[src/rtl/mul_pkg.sv]
// mul_pkg: state type, legal step widths and counter sizing shared by the sequential multiplier
package mul_pkg;
  typedef enum logic [1:0] {MS_IDLE, MS_RUN, MS_FIN} mul_state_t;
  localparam int BPC_1 = 1;
  localparam int BPC_2 = 2;
  localparam int BPC_4 = 4;
  function automatic int cnt_w(input int n);
    return (n > 1) ? $clog2(n) : 1;
  endfunction
endpackage

[src/rtl/mul_step.sv]
// mul_step: adds one BPC-bit slice of the multiplier times the shifted multiplicand to the running product
module mul_step #(
  parameter int PW  = 64,
  parameter int BPC = 1
) (
  input  logic [PW-1:0]  product,
  input  logic [PW-1:0]  mcand,
  input  logic [BPC-1:0] bits,
  output logic [PW-1:0]  next_product
);
  always_comb begin
    next_product = product;
    for (int i = 0; i < BPC; i++) next_product = next_product + (bits[i] ? mcand << i : '0);
  end
endmodule

[src/rtl/seq_mul.sv]
// seq_mul: iterative shift-add multiply/accumulate, BPC multiplier bits per cycle.
// Define MUL_EARLY_EXIT_EN to leave RUN as soon as the remaining multiplier bits are all zero.
module seq_mul
  import mul_pkg::*;
#(
  parameter int WIDTH = 32,
  parameter int BPC   = 1
) (
  input  logic                 clk,
  input  logic                 reset_n,
  input  logic                 start,
  input  logic [WIDTH-1:0]     a,
  input  logic [WIDTH-1:0]     b,
  input  logic                 issigned,
  input  logic                 accumulate,
  input  logic [2*WIDTH-1:0]   acc,
  output logic                 busy,
  output logic                 done,
  output logic [2*WIDTH-1:0]   result
);
  localparam int N  = WIDTH / BPC;
  localparam int CW = cnt_w(N);
  localparam int PW = 2 * WIDTH;
  if ((WIDTH % BPC) != 0 || !(BPC == BPC_1 || BPC == BPC_2 || BPC == BPC_4)) begin : g_bad_cfg
    $error("seq_mul: BPC must be 1, 2 or 4 and divide WIDTH");
  end
  mul_state_t state, state_nxt;
  logic [PW-1:0]    mcand, product, acc_r, step_sum, p_fin;
  logic [WIDTH-1:0] mplier, abs_a, abs_b;
  logic [CW-1:0]    count;
  logic             neg, acc_en, skip, last;
  // Magnitudes stay unsigned in WIDTH bits, so -2^(WIDTH-1) maps to 2^(WIDTH-1) without overflow
  assign abs_a = (issigned && a[WIDTH-1]) ? ~a + WIDTH'(1) : a;
  assign abs_b = (issigned && b[WIDTH-1]) ? ~b + WIDTH'(1) : b;
  assign last  = count == CW'(N - 1);
  assign p_fin = neg ? ~product + PW'(1) : product;
  assign busy  = state != MS_IDLE;
`ifdef MUL_EARLY_EXIT_EN
  assign skip = mplier == '0;
`else
  assign skip = 1'b0;
`endif
  mul_step #(.PW(PW), .BPC(BPC)) u_step (
    .product      (product),
    .mcand        (mcand),
    .bits         (mplier[BPC-1:0]),
    .next_product (step_sum)
  );
  always_comb begin
    state_nxt = (state == MS_IDLE) ? (start ? MS_RUN : MS_IDLE) :
                (state == MS_RUN)  ? ((skip || last) ? MS_FIN : MS_RUN) : MS_IDLE;
  end
  always_ff @(posedge clk or negedge reset_n) begin
    if (!reset_n) state <= MS_IDLE;
    else          state <= state_nxt;
  end
  always_ff @(posedge clk or negedge reset_n) begin
    if (!reset_n) begin
      mcand   <= '0;
      mplier  <= '0;
      product <= '0;
      acc_r   <= '0;
      count   <= '0;
      neg     <= 1'b0;
      acc_en  <= 1'b0;
      done    <= 1'b0;
      result  <= '0;
    end else begin
      done <= 1'b0;
      if (state == MS_IDLE && start) begin
        mcand   <= PW'(abs_a);
        mplier  <= abs_b;
        neg     <= issigned & (a[WIDTH-1] ^ b[WIDTH-1]);
        acc_en  <= accumulate;
        acc_r   <= acc;
        product <= '0;
        count   <= '0;
      end
      if (state == MS_RUN && !skip) begin
        product <= step_sum;
        mcand   <= mcand << BPC;
        mplier  <= mplier >> BPC;
        count   <= count + CW'(1);
      end
      if (state == MS_FIN) begin
        result <= p_fin + (acc_en ? acc_r : '0);
        done   <= 1'b1;
      end
    end
  end
endmodule

[config.mk]
export PLATFORM = sky130hd
export DESIGN_NAME = seq_mul
export DESIGN_NICKNAME = d
export VERILOG_FILES = /design/src/rtl/mul_pkg.sv /design/src/rtl/mul_step.sv /design/src/rtl/seq_mul.sv
export SDC_FILE = /design/constraint.sdc
export NUM_CORES = 1
export LEC_CHECK = 0
export CORE_ASPECT_RATIO = 1.4
export CORE_MARGIN = 2
export CORE_UTILIZATION = 30
export CTS_CLUSTER_DIAMETER = 200
export DETAILED_ROUTE_END_ITERATION = 12
export SLEW_MARGIN = 20
export SYNTH_ARGS = -nofsm -noshare
export SYNTH_HDL_FRONTEND = slang
export SYNTH_HIERARCHICAL = 1
export SYNTH_SLANG_ARGS = --single-unit
[constraint.sdc]
create_clock -name clk -period 5.9 [get_ports clk]
set_clock_uncertainty 0.1 [all_clocks]
set_input_delay 0.59 -clock clk [delete_from_list [all_inputs] [get_ports clk]]
set_output_delay 0.59 -clock clk [all_outputs]
set_load 0.02 [all_outputs]
======== Word level (Yosys, flattened, before mapping) ========
Cells that the tools add are included.
operators by class
  add/subtract/negate cells ............... 6
  eq/ne operators ......................... 3
  mux-type cells .......................... 18
  bitwise operators ....................... 5
  reductions and logical operators ........ 6
operator list
  cell                                                                   count
  64-bit 2-to-1 mux                                                      7
  64-bit adder                                                           2
  32-bit 2-to-1 mux                                                      4
  32-bit by 1-bit adder with 32-bit output, second input constant        2
  64-bit by 1-bit adder with 64-bit output, second input constant        1
  32-bit inverter                                                        2
  64-bit inverter                                                        1
  5-bit 2-to-1 mux                                                       2
  2-bit 2-to-1 mux                                                       3
  5-bit by 1-bit adder with 5-bit output, second input constant          1
  5-bit equality test, second input constant                             1
  2-bit nonzero test                                                     2
  1-bit logical AND                                                      3
  2-bit by 1-bit equality test with 1-bit output, second input constant  1
  2-bit equality test, second input constant                             1
  2-bit logical NOT                                                      1
  1-bit 2-to-1 mux                                                       2
  1-bit bitwise AND                                                      1
  1-bit XOR                                                              1
storage, ports and cells
  register bits after elaboration ......... 298
  input port bits ......................... 133
  output and inout bits ................... 66
  word-level logic and storage cells ...... 48

======== Logic depth before layout (Yosys ltp) ========
  depth in word-level cells ............... 5
  mapped depth ............................ 21
  mapped depth without buffers ............ 20

======== Modules after synthesis ========
The synthesis kept the hierarchy.
by module, submodules not included
  module    instances  cells each  area an instance (µm²)  sequential area each (µm²)
  seq_mul   1          2244        18470.2                 7457.2
  mul_step  1          629         4222.8                  0.0

======== Worst setup path before layout ========
No wires, ideal clock.
  path type ............................... register to register
  start ................................... reg product[8]
  end ..................................... reg result[62]
  setup time .............................. 136 ps
  data arrival time ....................... 5030 ps
  required time ........................... 5664 ps
  slack ................................... 634 ps
  cell stages (with the launch flop) ...... 19
  buffers on the path ..................... 2
  period minus slack after synthesis ...... 5266 ps
  cells stage by stage .................... dfrtp_1 > or4_4 > nand4b_1 > or4_1 > or2_2 > clkbuf_1 > o31ai_1 > nand2_1 > xor2_1 > ha_1 > clkbuf_1 > a21oi_1 > o21ai_0 > a21oi_1 > o211a_1 > nor2_1 > a211oi_1 > a2111oi_0 > or3b_2
between the ends
  longest elaborated chain between the ends .. 4
RTL lines
  element                                   RTL line       source
  start: declaration                        seq_mul.sv:28  logic [PW-1:0] mcand, product, acc_r, step_sum, p_fin;
  start signal: assignment                  seq_mul.sv:80  product <= step_sum;
  64-bit inverter                           seq_mul.sv:36  assign p_fin = neg ? ~product + PW'(1) : product;
  64-bit by 1-bit adder with 64-bit output  seq_mul.sv:36
  64-bit 2-to-1 mux *                       seq_mul.sv:36
  64-bit adder *                            seq_mul.sv:86  result <= p_fin + (acc_en ? acc_r : '0);
  end signal: assignment                    seq_mul.sv:86
  end: declaration                          seq_mul.sv:19  output logic [2*WIDTH-1:0] result
Mark *: on every way between the ends. The rest lies on a longest branch, timed or not.
A chain may end at the register's enable or synchronous reset.

======== Worst setup path after layout ========
Same ends and word-level chain as after synthesis.

==> flow_summary_export.csv <==
group,metric,value,unit
logic_synthesis,synthAdderAreaFrac,7.45,%
grt,antenna_found_initial,5,
critical_path,critical_path_class,"reg -> reg",
clock_tree,clock_path_buffers,3,
timing,fin_crit_sh,95.7,%
logic_synthesis,ys_ff_latch,298,
die,die_y,329,um
logic_synthesis,synth_xor_area_share,8.80,%
logic_synthesis,synth_edf_count,0,
timing,setup_tns,0,ps
logic_synthesis,synthMuxAreaShare,0.237,%
die,ioPinCount,199,
grt,grt_overflow_total,0,
power_and_ir_drop,seqPwrFrac,24.8,%
place,place_congestion,0.898,
logic_synthesis,yosys_warnings,6,
drt,via_per_inst,5.13,
logic_synthesis,syn_area_per_cell,7.90,um2
power_and_ir_drop,switching_share,47.9,%
timing,setup_violations,0,
drt,first_pass_iters,5,
worst_hold_path,min_path_type,"reg -> reg",
timing,max_freq,177,MHz
run,cap_violations,0,
clock_tree,clk_pin_slew,60,ps
logic_synthesis,ys_types,90,
die,rows,119,
critical_path,cp-start-kind,"flip-flop",
place,io_buffers,198,
power_and_ir_drop,leakage,11.8,nW
logic_synthesis,async_reset_ff_share,100,%
clock_tree,cts_buffers,35,
drt,final_antenna_net_count,0,
critical_path,worstPathRequired,6240,ps
logic_synthesis,synthCells,2873,
power_and_ir_drop,p_comb_share,59.9,%
drt,routedWlPerCell,17.0,um
timing,worst_pin_slew,1000,ps
grt,grt_pass1_vias,20300,
place,place_hpwl,51.9,mm
timing,slew_headroom,33.2,%
drt,drc,0,
place,place_inst,3888,
grt,grt_usage,17.1,%
logic_synthesis,syn_nets,3140,
timing,slew_viol_final,0,
final_layout,area_growth,17.8,%
clock_tree,cts-root-buf,"clkbuf_16",
logic_synthesis,synth_ff_type,"dfrtp_1",
timing,final_hold_viol_count,0,
die,dieArea,77900,um2
clock_tree,clk_latency,570,ps
drt,wl,67.1,mm
final_layout,nets,3225,
clock_tree,cts_htree_levels,2,
logic_synthesis,synth_top_area_share,32.9,%
drt,vias,20300,
grt,grt_max_degree,169,
final_layout,final_cells,3955,
drt,first_iter_violations,1112,
die,start_util,30.2,%
timing,period_needed,5650,ps
logic_synthesis,synth_area_leaders,"dfrtp_1 (33%), nand2_1 (10%), ha_1 (7.3%), o21ai_0 (6.5%), xnor2_1 (5.9%)",
logic_synthesis,yosys.area_share.simple,23.1,%
power_and_ir_drop,power_density,554,nW/um2
power_and_ir_drop,p_switching,7.09,mW
die,coreArea,75000,um2
die,die_w,236,um
final_layout,drive_gt1_share,4.56,%
critical_path,end_kind,"flip-flop",
logic_synthesis,synth_compound_area_share,23.6,%
power_and_ir_drop,ir_worst_vdd,0.277,mV
grt,grt_pass1_wl,108,mm
clock_tree,post_cts_buffers,0,
clock_tree,cts.sinks,298,
critical_path,path_max_fanout,10,
clock_tree,cts_tree,"done",
logic_synthesis,synth-seq-area-share,32.9,%
logic_synthesis,netlist_area,22700,um2
critical_path,crit_arrival,5990,ps
logic_synthesis,yosysTopAreaCell,"dfrtp_1",
power_and_ir_drop,clkPwrFrac,15.3,%
timing,rsz0062_at_grt,"no",
run_status,status,"complete, no violations",
logic_synthesis,synth_top_family_by_area,"compound AO/OA/AOI/OAI gates",
power_and_ir_drop,p_int,7.70,mW
-- power by group through the flow --
stage / registers (mW) / clock network [mW] / logic, mW
after floorplan: 3.47 / 0 / 6.60
after global placement: 3.67 / 0 / 8.76
after detailed placement: 3.70 / 0 / 8.77
after CTS: 3.67 / 2.34 / 8.83
after global routing: 3.81 / 2.41 / 9.94
final: 3.67 / 2.27 / 8.86
-- critical path, cell delays in order, from the launching register on --
cell      delay (ps)
dfrtp_1          430
or4_4            570
nand4b_1         240
or4_1            490
buf_4            180
or2_2            380
o31ai_1          260
xnor2_1          160
ha_1             390
nand2_1           90
o21ai_0          240
a31oi_1          130
o21ai_0          230
a311oi_1          80
buf_4            160
o31ai_1          430
o211ai_1         250
buf_4            210
nand3_1           50
or3b_2           440
-- registers in the layout, indices dropped and copies added, names as in the netlist --
register and cells:
product 64, state 2, neg 1, acc_r 64
acc_en 1, count 5, mcand 64, done 1
result 64, mplier 32
-- kinds of logic (layout without fill, tap and decap cells) --
kind of cell / count (synthesis) / after routing
AOI/OAI and AO/OA: 851 / 851
xor gates and xnor gates: 228 / 228
adders and majority gates: 134 / 134
buffers and inverters: 229 / 340
DFF: 298 / 298
muxes: 5 / 5
other: 0 / 3
and+or+nand+nor: 1128 / 1128
-- layout make-up --
class | instances | area (um2)
Antenna cell | 3 | 7.51
Clock buffer | 48 | 1050
Multi-Input combinational cell | 2346 | 14400
Fill cell | 7895 | 48300
Sequential cell | 298 | 7460
Timing Repair Buffer | 230 | 2290
Inverter | 47 | 176
Tap cell | 968 | 1210
Clock inverter | 15 | 153
-- per-stage QoR --
step | hold WS, ps | cell area [um2] | setup slack [ps] | utilization [%] | power, mW
floorplan | 194 | 22700 | 634 | - | 10.1
global placement | 352 | 25500 | 292 | 33.9 | 12.4
detailed placement | 355 | 25500 | 179 | 34.0 | 12.5
CTS | 370 | 26700 | 196 | 35.6 | 14.8
global route | 386 | 26700 | 5.05 | 35.6 | 16.2
finish | 366 | 26700 | 252 | 35.6 | 14.8
-- per-layer routing --
metal / vias up / share of wire, % / global-route usage [%]
met5: - / 0.054 / 0
met4: 6 / 3.2 / 6.04
met3: 97 / 3.7 / 2.07
met2: 402 / 50 / 31.0
met1: 9418 / 43 / 20.8
li1: 10400 / - / -
-- Yosys cell counts, types with 6 or more instances --
master      n
xor2_1     74
xnor2_1   154
nor2b_1     8
o211ai_1    8
a22oi_1    62
nor4_1     13
ha_1      132
o21ai_0   296
o21a_1     13
a21o_1     86
or4_1      17
buf_2       6
a31oi_1    22
nand3_1    47
inv_1      47
and2_1    153
clkbuf_1  162
nand4_1    48
and3_1     16
nand2b_1   12
nor2_1    110
o21bai_1   30
or2_2       8
buf_1       8
a211o_1     6
dfrtp_1   298
a21oi_1   186
nor3_1     41
a311oi_1    6
a211oi_1   14
or3_1      22
o41ai_1    17
o31ai_1    37
nand2_1   606
-- final timing paths --
path	start	endpoint	slack [ps]	cells after the start
setup / recovery	product[8]	result[62]	250	19
hold / removal	acc_r[14]	acc_r[14]	370	2
setup reg to reg	product[8]	result[62]	250	19
hold reg to reg	acc_r[14]	acc_r[14]	370	2
max in group asynchronous	reset_n	acc_r[43]	4030	3
min in group asynchronous	reset_n	mplier[23]	550	2
-- placed cells by master (no fill, tap or decap), types with 5 or more instances in the layout --
master / Yosys / final
nand2_1: 606 / 605
dfrtp_1: 298 / 297
o21ai_0: 296 / 296
clkdlybuf4s50_1: 0 / 197
a21oi_1: 186 / 186
xnor2_1: 154 / 154
and2_1: 153 / 152
ha_1: 132 / 132
nor2_1: 110 / 109
a21o_1: 86 / 86
xor2_1: 74 / 74
a22oi_1: 62 / 62
nand4_1: 48 / 48
inv_1: 47 / 47
nand3_1: 47 / 47
nor3_1: 41 / 41
o31ai_1: 37 / 37
clkbuf_16: 0 / 37
o21bai_1: 30 / 30
buf_4: 2 / 27
or3_1: 22 / 22
a31oi_1: 22 / 22
or4_1: 17 / 17
o41ai_1: 17 / 17
and3_1: 16 / 16
nor4_1: 13 / 13
o21a_1: 13 / 13
a211oi_1: 14 / 13
nand2b_1: 12 / 10
or2_2: 8 / 8
o211ai_1: 8 / 8
clkbuf_8: 1 / 8
nor2b_1: 8 / 7
a211o_1: 6 / 6
a311oi_1: 6 / 6
nor3b_1: 5 / 5
a221o_1: 5 / 5
o2111ai_1: 5 / 5
clkinv_2: 0 / 5
-- repair_timing --
action                                  4_1_cts  5_1_grt
hold buffers                                  1        0
endpoints found under the setup margin        0        3
hold endpoints to repair                     27        0
gates resized for setup                       0        3
Note: power is estimated with default switching activity, not from simulation.
